[src/rtl/nvram_seq_ctrl.sv]
// Sequencer/arbiter for a 256x4 X2212-style NVRAM: CPU owns the RAM port while idle,
// the host streams images in (LOAD) or out (DUMP) through valid/ready channels.
module nvram_seq_ctrl #(
  parameter int AW             = 8,
  parameter int DW             = 4,
  parameter int STORE_AUTODUMP = 1
) (
  input  logic          clk,
  input  logic          reset_n,
  input  logic [AW-1:0] cpu_a,
  input  logic [DW-1:0] cpu_di,
  output logic [DW-1:0] cpu_do,
  input  logic          cpu_ce_n,
  input  logic          cpu_rw_n,
  input  logic          cpu_recall_n,
  input  logic          cpu_store,
  output logic [AW-1:0] ram_a,
  output logic [DW-1:0] ram_i,
  input  logic [DW-1:0] ram_o,
  output logic          ram_ce_n,
  output logic          ram_rw_n,
  input  logic          host_load_start,
  input  logic          host_dump_start,
  input  logic [DW-1:0] host_wdata,
  input  logic          host_wvalid,
  output logic          host_wready,
  output logic [DW-1:0] host_rdata,
  output logic          host_rvalid,
  input  logic          host_rready,
  output logic          recall_req,
  output logic          store_req,
  output logic          busy,
  output logic          done,
  output logic [2:0]    dbg_state
);

  typedef enum logic [2:0] {
    S_IDLE      = 3'd0,
    S_LOAD      = 3'd1,
    S_DUMP_RD   = 3'd2,
    S_DUMP_WAIT = 3'd3,
    S_DUMP_OUT  = 3'd4
  } state_t;

  state_t        r_state;
  state_t        w_state_nxt;
  logic [AW-1:0] r_cnt;
  logic [AW-1:0] w_cnt_nxt;
  logic          w_done_nxt;
  logic          r_done;
  logic [DW-1:0] r_rdata;
  logic          r_cpu_rd;
  logic          r_recall_n_d;
  logic          r_store_d;
  logic          r_recall_req;
  logic          r_store_req;
  logic          w_store_edge;
  logic          w_last;
  logic          w_idle;

  assign w_idle       = (r_state == S_IDLE);
  assign w_last       = (r_cnt == {AW{1'b1}});
  assign w_store_edge = cpu_store & ~r_store_d;

  // Both host channels use plain valid/ready: a beat transfers on a clock edge where
  // valid and ready are both high; the source holds its data stable until then.
  always_comb begin
    w_state_nxt = r_state;
    w_cnt_nxt   = r_cnt;
    w_done_nxt  = 1'b0;
    case (r_state)
      S_IDLE: begin
        if (host_load_start) begin
          w_state_nxt = S_LOAD;
          w_cnt_nxt   = {AW{1'b0}};
        end else if (host_dump_start || ((STORE_AUTODUMP != 0) && w_store_edge)) begin
          w_state_nxt = S_DUMP_RD;
          w_cnt_nxt   = {AW{1'b0}};
        end
      end
      S_LOAD: begin
        if (host_wvalid) begin
          w_cnt_nxt = r_cnt + 1'b1;
          if (w_last) begin
            w_state_nxt = S_IDLE;
            w_done_nxt  = 1'b1;
          end
        end
      end
      S_DUMP_RD:   w_state_nxt = S_DUMP_WAIT;
      S_DUMP_WAIT: w_state_nxt = S_DUMP_OUT;
      S_DUMP_OUT: begin
        if (host_rready) begin
          w_cnt_nxt = r_cnt + 1'b1;
          if (w_last) begin
            w_state_nxt = S_IDLE;
            w_done_nxt  = 1'b1;
          end else begin
            w_state_nxt = S_DUMP_RD;
          end
        end
      end
      default: w_state_nxt = S_IDLE;
    endcase
  end

  always_comb begin
    ram_a    = r_cnt;
    ram_i    = host_wdata;
    ram_ce_n = 1'b1;
    ram_rw_n = 1'b1;
    case (r_state)
      S_IDLE: begin
        ram_a    = cpu_a;
        ram_i    = cpu_di;
        ram_ce_n = cpu_ce_n;
        ram_rw_n = cpu_rw_n;
      end
      S_LOAD: begin
        ram_ce_n = ~host_wvalid;
        ram_rw_n = ~host_wvalid;
      end
      S_DUMP_RD: ram_ce_n = 1'b0;
      default: ;
    endcase
  end

  always_ff @(posedge clk or negedge reset_n) begin
    if (!reset_n) begin
      r_state      <= S_IDLE;
      r_cnt        <= {AW{1'b0}};
      r_done       <= 1'b0;
      r_rdata      <= {DW{1'b0}};
      r_cpu_rd     <= 1'b0;
      r_recall_n_d <= 1'b1;
      r_store_d    <= 1'b0;
      r_recall_req <= 1'b0;
      r_store_req  <= 1'b0;
    end else begin
      r_state      <= w_state_nxt;
      r_cnt        <= w_cnt_nxt;
      r_done       <= w_done_nxt;
      r_recall_n_d <= cpu_recall_n;
      r_store_d    <= cpu_store;
      r_recall_req <= r_recall_n_d & ~cpu_recall_n;
      r_store_req  <= w_store_edge;
      r_cpu_rd     <= w_idle & ~cpu_ce_n & cpu_rw_n;
      if (r_state == S_DUMP_WAIT) r_rdata <= ram_o;
    end
  end

  // ram_o is only meaningful the cycle after an idle-state CPU read; otherwise float high.
  assign cpu_do      = (w_idle && r_cpu_rd) ? ram_o : {DW{1'b1}};
  assign host_wready = (r_state == S_LOAD);
  assign host_rvalid = (r_state == S_DUMP_OUT);
  assign host_rdata  = r_rdata;
  assign recall_req  = r_recall_req;
  assign store_req   = r_store_req;
  assign busy        = ~w_idle;
  assign done        = r_done;
  assign dbg_state   = r_state;

endmodule
[config.mk]
export PLATFORM = sky130hd
export DESIGN_NAME = nvram_seq_ctrl
export DESIGN_NICKNAME = d
export VERILOG_FILES = /design/src/rtl/nvram_seq_ctrl.sv
export SDC_FILE = /design/constraint.sdc
export NUM_CORES = 1
export LEC_CHECK = 0
export ABC_CLOCK_PERIOD_IN_PS = 1800
export CAP_MARGIN = 20
export CORE_MARGIN = 2
export CORE_UTILIZATION = 35
export CTS_CLUSTER_SIZE = 28
export DETAILED_ROUTE_END_ITERATION = 8
export PLACE_DENSITY = 0.86
export SLEW_MARGIN = 20
export SYNTH_ARGS = -nofsm -noshare
export SYNTH_HDL_FRONTEND = slang
export SYNTH_SLANG_ARGS = --single-unit
[constraint.sdc]
create_clock -name clk -period 1.8 [get_ports clk]
set_input_delay 0.45 -clock clk [delete_from_list [all_inputs] [get_ports clk]]
set_output_delay 0.45 -clock clk [all_outputs]
set_load 0.02 [all_outputs]
==> flow_metrics.env, run 1 <==
export IMPL_netlist_top_cell_by_area="dfrtp_1"
export IMPL_leakagePower_nw=1.00
export IMPL_die_x_um=62.1
export IMPL_path_class="register to output port"
export IMPL_vdd_ir_drop_max_mv=0.739
export IMPL_area_growth_pct=87.7
export IMPL_synthCells=116
export IMPL_clk_pin_slew_ns=0.12
export IMPL_initial_core_util=0.360
export IMPL_synth_area_mm2=0.00118
export IMPL_cpMaxStageDelayCell="dfrtp_1"
export IMPL_use_met2=0.348
export IMPL_power_density_mw_per_mm2=1730
export IMPL_yosys_area_top_type_share=0.423
export IMPL_cts_hold_buf=0
export IMPL_synth_most_common_cell="dfrtp_1"
export IMPL_routabilityCongestion=0.822
export IMPL_worst_slew_pin_slew_ns=0.276
export IMPL_grt_pass1_wl_um=6210
export IMPL_ys_ff_latch=21
export IMPL_die_area_mm2=0.00386
export IMPL_grt_max_degree=22
export IMPL_cpMostUsedCell="buf_6"
export IMPL_die_y_um=62.1
export IMPL_rsz0062_at_grt="true"
export IMPL_track_usage=0.201
export IMPL_cts_made_buffers=3
export IMPL_ys_warn_count=0
export IMPL_crit_buf_inv=2
export IMPL_clk_latency_ns=0.31
export IMPL_path_delay_family="flip-flops"
export IMPL_fin_crit_sh=1.16
export IMPL_path_cells="nor3_4, buf_6, mux2_2, buf_6"
export IMPL_syn_mean_instance_area_um2=10.2
export IMPL_clock_fmax_ghz=0.479
export IMPL_drt_wl_total_um=4580
export IMPL_met3_usage=0.0399
export IMPL_hold_class="input port to async pin"
export IMPL_pre_cts_slack_ns=-0.563
export IMPL_violations="negative setup slack"
export IMPL_drt_iter0_markers=140
export IMPL_viasPerCell=5.29
export IMPL_drcViolationCount=0
export IMPL_cts_path_max_buffers=2
export IMPL_routed_via_count=1322
export IMPL_std_cell_rows=21
export IMPL_cts_root_buf="clkbuf_4"
export IMPL_port_buffers=60
export IMPL_hold_viol=0
export IMPL_report_power_total_mw=3.85
export IMPL_gr_total_overflow=0
export IMPL_htree_levels=1
export IMPL_n_fill_cell=241
export IMPL_dpl_hpwl_um=2650
export IMPL_crit_arrival_ns=1.64
export IMPL_cts_tree="done"
export IMPL_antenna_left=0
export IMPL_cp_start_kind="register"
export IMPL_ys_async_sr_fraction=1.00
export IMPL_synth_edf_count=0
export IMPL_cts_sinks=21
export IMPL_antenna_found_initial=0
export IMPL_core_mm2=0.00328
export IMPL_grt_busiest_layer="met2"
export IMPL_setup_violations=19
export IMPL_fin_crit_ns=2.09
export IMPL_grt_pass1_vias=1296
export IMPL_drv_slew=0
export IMPL_grtUsageMet1=0.237
export IMPL_crit_required_ns=1.35
export IMPL_end_kind="output port"
export IMPL_synth_cells_most_frequent="dfrtp_1 (20), mux2_2 (14), a21oi_1 (8), nand2b_1 (7)"
export IMPL_ys_flop_type="dfrtp_1"
export IMPL_finalWorstSetupSlack_ns=-0.286
export IMPL_drive_gt1_frac=0.441
export IMPL_synth_fp_nets=147
export IMPL_crit_path_max_incr_delay_ns=0.43
export IMPL_cp_max_fo=7
export IMPL_final_nets=236
export IMPL_wl_per_cell_um=18.3
export IMPL_ios=61
export IMPL_fin_hold_ws_ns=0.471
export IMPL_drv_cap=0
export IMPL_first_pass_iters=4
export IMPL_status="finished, violations left"
export IMPL_final_setup_skew_ns=0.00105
export IMPL_ys_seq_area_frac=0.446
export IMPL_yosysUniqueCellTypes=34
export IMPL_netlist_top_cells_area="dfrtp_1 (42%), mux2_2 (13%), nand2b_1 (3.7%), a21oi_1 (3.4%), a31oi_1 (3.2%)"
export IMPL_antennaDiodeCount=0
export IMPL_slew_headroom=0.816
[registers in the layout, indices dropped and copies added (netlist names)]
register / count
host_rdata: 4
recall_req: 1
r_store_d: 1
done: 1
dbg_state: 3
r_recall_n_d: 1
r_cpu_rd: 1
r_cnt: 8
store_req: 1
[final cells by class]
class	instances	area (um^2)	area share
Timing Repair Buffer	91	876	0.395
Tap cell	46	57.6	0.0259
Inverter	6	27.5	0.0124
Multi-Input combinational cell	82	703	0.317
Sequential cell	21	528	0.238
Clock inverter	1	5.00	0.00225
Clock buffer	3	22.5	0.0101
[layer usage]
| layer | vias to the layer above | routed length (um) |
|---|---|---|
| met3 | 13 | 320 |
| met5 | - | 0 |
| met2 | 68 | 2360 |
| met1 | 641 | 1750 |
| met4 | 0 | 146 |
| li1 | 600 | - |
[per-stage QoR]
stage / instance area, um^2 / utilization / std cells / setup TNS, ns
after global routing: 2220 / 0.676 / 250 / -5.36
after floorplan: 1210 / - / 116 / -0.713
after global placement: 1950 / 0.594 / 234 / -8.02
after detailed placement: 1950 / 0.594 / 234 / -8.66
final: 2220 / 0.676 / 250 / -3.98
after CTS: 2120 / 0.645 / 244 / -3.60
[report_power, final]
part,total (mW),internal [mW],switching [mW]
Sequential,0.734,0.612,0.121
Clock,0.237,0.0832,0.153
Combinational,2.88,1.49,1.38
[placed cells by master, fill, tap and decap left out, types with 2 or more instances in the layout]
cell / n
inv_4: 2
o21ai_1: 3
nand3b_1: 5
dlygate4sd2_1: 2
nand2_1: 4
a41oi_1: 2
a31oi_2: 2
nand2_2: 2
mux2_4: 9
inv_1: 4
clkbuf_4: 3
nor2b_1: 2
dfrtp_1: 19
clkdlybuf4s50_1: 35
buf_4: 25
a31oi_1: 4
nand3_1: 3
nand2b_1: 5
mux2_2: 5
nor2_4: 3
buf_6: 26
and2_1: 2
nand2b_4: 2
a21oi_1: 7
and3_1: 2
nor3b_1: 2
[worst paths after layout]
path	start	end	slack, ns	depth (start not counted)
setup / recovery	dbg_state[0]	ram_a[0]	-0.29	4
hold / removal	reset_n	store_req	0.47	2
setup reg to reg	dbg_state[0]	r_cnt[5]	0.01	4
hold reg to reg	r_store_d	store_req	0.48	1
max in group asynchronous	reset_n	r_recall_n_d	1.05	2
min in group clk	r_store_d	store_req	0.48	1
[logic make-up after synthesis]
kind of cell / count (synthesis) / share of synthesized area
compound gates: 25 / 0.132
fa+ha+maj: 1 / 0.0106
buf+inv: 13 / 0.0571
flops: 21 / 0.446
mux: 15 / 0.142
simple gates: 41 / 0.213
[timing repair]
action | in CTS | in global routing
resized for setup | 153 | 17
setup endpoints to repair | 26 | 26
buffers inserted | 7 | 8
pin swaps | 5 | 5
(Power assumes the default switching activity.)
==> inputs of run 2 (changes only) <==
Settings changed: CORE_MARGIN 2 to 5, CTS_BUF_LIST from default to sky130_fd_sc_hd__clkbuf_16.
==> run 2 against run 1 <==
  * The flow still finishes with violations (negative setup slack)
  * Die area increased by 20%
  * Sequential share of layout area up 1.0 points
  * Utilization is 3.3 points lower
  * Maximum frequency is 5.2% higher
  * Cell count down 3.6%
==> flow_metrics.env, run 2 (same netlist as run 1, synthesis figures left out) <==
export IMPL_viasPerCell=5.34
export IMPL_routabilityCongestion=0.882
export IMPL_drive_gt1_frac=0.374
export IMPL_post_route_util=0.643
export IMPL_crit_required_ns=1.35
export IMPL_hold_path_startpoint="r_store_d"
export IMPL_layout_commonest_cell="clkdlybuf4s50_1"
export IMPL_dpl_hpwl_um=2890
export IMPL_end_kind="output port"
export IMPL_wl_per_cell_um=17.5
export IMPL_grt_max_degree=22
export IMPL_cts_root_buf="clkbuf_16"
export IMPL_finalWorstSetupSlack_ns=-0.184
export IMPL_rsz0062_at_grt="true"
export IMPL_fin_crit_ns=1.98
export IMPL_top_register="r_cnt"
export IMPL_track_usage=0.188
export IMPL_area_growth_pct=80.0
export IMPL_drcViolationCount=0
export IMPL_cts_made_buffers=3
export IMPL_crit_buf_inv=2
export IMPL_core_mm2=0.00331
export IMPL_grt_pass1_wl_um=6410
export IMPL_hold_class="register to register"
export IMPL_clock_fmax_ghz=0.504
export IMPL_drv_slew=0
export IMPL_largest_register_ffs=8
export IMPL_cts_tree="done"
export IMPL_violations="negative setup slack"
export IMPL_antenna_left=0
export IMPL_drv_cap=0
export IMPL_cp_start_kind="register"
export IMPL_critPathLaunch="dbg_state[0]"
export IMPL_cpMaxStageDelayCell="dfrtp_1"
export IMPL_r2r_start="dbg_state[1]"
export IMPL_die_x_um=68.1
export IMPL_final_nets=227
export IMPL_crit_path_max_incr_delay_ns=0.41
export IMPL_die_area_mm2=0.00464
export IMPL_antennaDiodeCount=0
export IMPL_grt_pass1_vias=1301
export IMPL_cts_path_max_buffers=2
export IMPL_path_class="register to output port"
export IMPL_setup_violations=18
export IMPL_final_cell_mix="clkdlybuf4s50_1 (34), buf_4 (21), dfrtp_1 (19)"
export IMPL_path_delay_family="flip-flops"
export IMPL_cts_sinks=21
export IMPL_fin_crit_sh=1.10
export IMPL_final_setup_skew_ns=0.00111
export IMPL_gr_total_overflow=0
export IMPL_power_density_mw_per_mm2=1780
export IMPL_htree_levels=1
export IMPL_clk_latency_ns=0.26
export IMPL_worst_slew_pin_slew_ns=0.316
export IMPL_hold_viol=0
export IMPL_antenna_found_initial=0
export IMPL_slew_headroom=0.788
export IMPL_report_power_total_mw=3.78
export IMPL_clk_pin_slew_ns=0.06
export IMPL_vdd_ir_drop_max_mv=0.704
export IMPL_routed_via_count=1287
export IMPL_cp_max_fo=5
export IMPL_ios=61
export IMPL_crit_arrival_ns=1.53
export IMPL_path_cells="nor3_4, buf_6, mux2_4, buf_6"
export IMPL_std_cell_rows=21
export IMPL_first_pass_iters=4
export IMPL_n_fill_cell=249
export IMPL_die_y_um=68.1
export IMPL_status="finished, violations left"
export IMPL_drt_iter0_markers=65
export IMPL_cpMostUsedCell="buf_6"
export IMPL_initial_core_util=0.357
export IMPL_leakagePower_nw=0.954
export IMPL_port_buffers=60
export IMPL_cts_hold_buf=0
export IMPL_drt_wl_total_um=4210
==> run 2: worst paths after layout <==
path / to / slack (ns) / cells past startpoint
hold / removal: store_req / 0.43 / 1
min in group asynchronous: dbg_state[0] / 0.54 / 2
hold reg to reg: store_req / 0.43 / 1
max in group asynchronous: r_recall_n_d / 0.98 / 2
setup reg to reg: r_cnt[6] / 0.10 / 8
setup / recovery: ram_i[0] / -0.18 / 4
==> run 2: final cells by class <==
class	instances	area, um^2	share of cell area
flip-flops and latches	21	528	0.248
multi-input cells	82	664	0.312
inverters	6	22.5	0.0106
well taps	46	57.6	0.0270
clock inverters	1	7.51	0.00353
clock buffers	3	75.1	0.0353
repair buffers	82	773	0.363
==> run 2: worst register-to-register path, cell delays in order, from the launching register on <==
cell and delay, ns:
dfrtp_1 0.42, buf_6 0.14, buf_4 0.15, buf_4 0.15
nand2b_1 0.17, o21ai_2 0.14, buf_4 0.17, a41oi_1 0.13
a31oi_1 0.15
==> run 2: per-layer routing <==
layer | routed length [um] | share of wire | global-route usage
met5 | 0 | 0 | 0
met4 | 124 | 0.029 | 0.0943
met1 | 1730 | 0.41 | 0.232
met2 | 2020 | 0.48 | 0.304
met3 | 332 | 0.079 | 0.0427
==> run 2: repair_timing <==
| item | in CTS | in global routing |
|---|---|---|
| pin swaps | 2 | 5 |
| setup buffers | 4 | 1 |
| setup endpoints to repair | 25 | 29 |
| gates resized for setup | 135 | 11 |
| cloned | 1 | 0 |
==> run 2: power by group <==
part           internal (mW)  switching [mW]
combinational           1.31            1.26
clock                  0.301           0.180
sequential             0.614           0.116
==> run 2: stage by stage <==
stage | setup slack, ns | cell area, um^2 | hold WS (ns) | instances | TNS, ns
3_5_place_dp | -0.540 | 1970 | 0.411 | 233 | -8.37
3_3_place_gp | -0.506 | 1970 | 0.404 | 233 | -7.61
4_1_cts | -0.249 | 2130 | 0.420 | 242 | -3.54
2_1_floorplan | -0.128 | 1210 | 0.154 | 116 | -0.713
6_report | -0.184 | 2130 | 0.429 | 241 | -2.54
5_1_grt | -0.234 | 2130 | 0.449 | 241 | -3.57
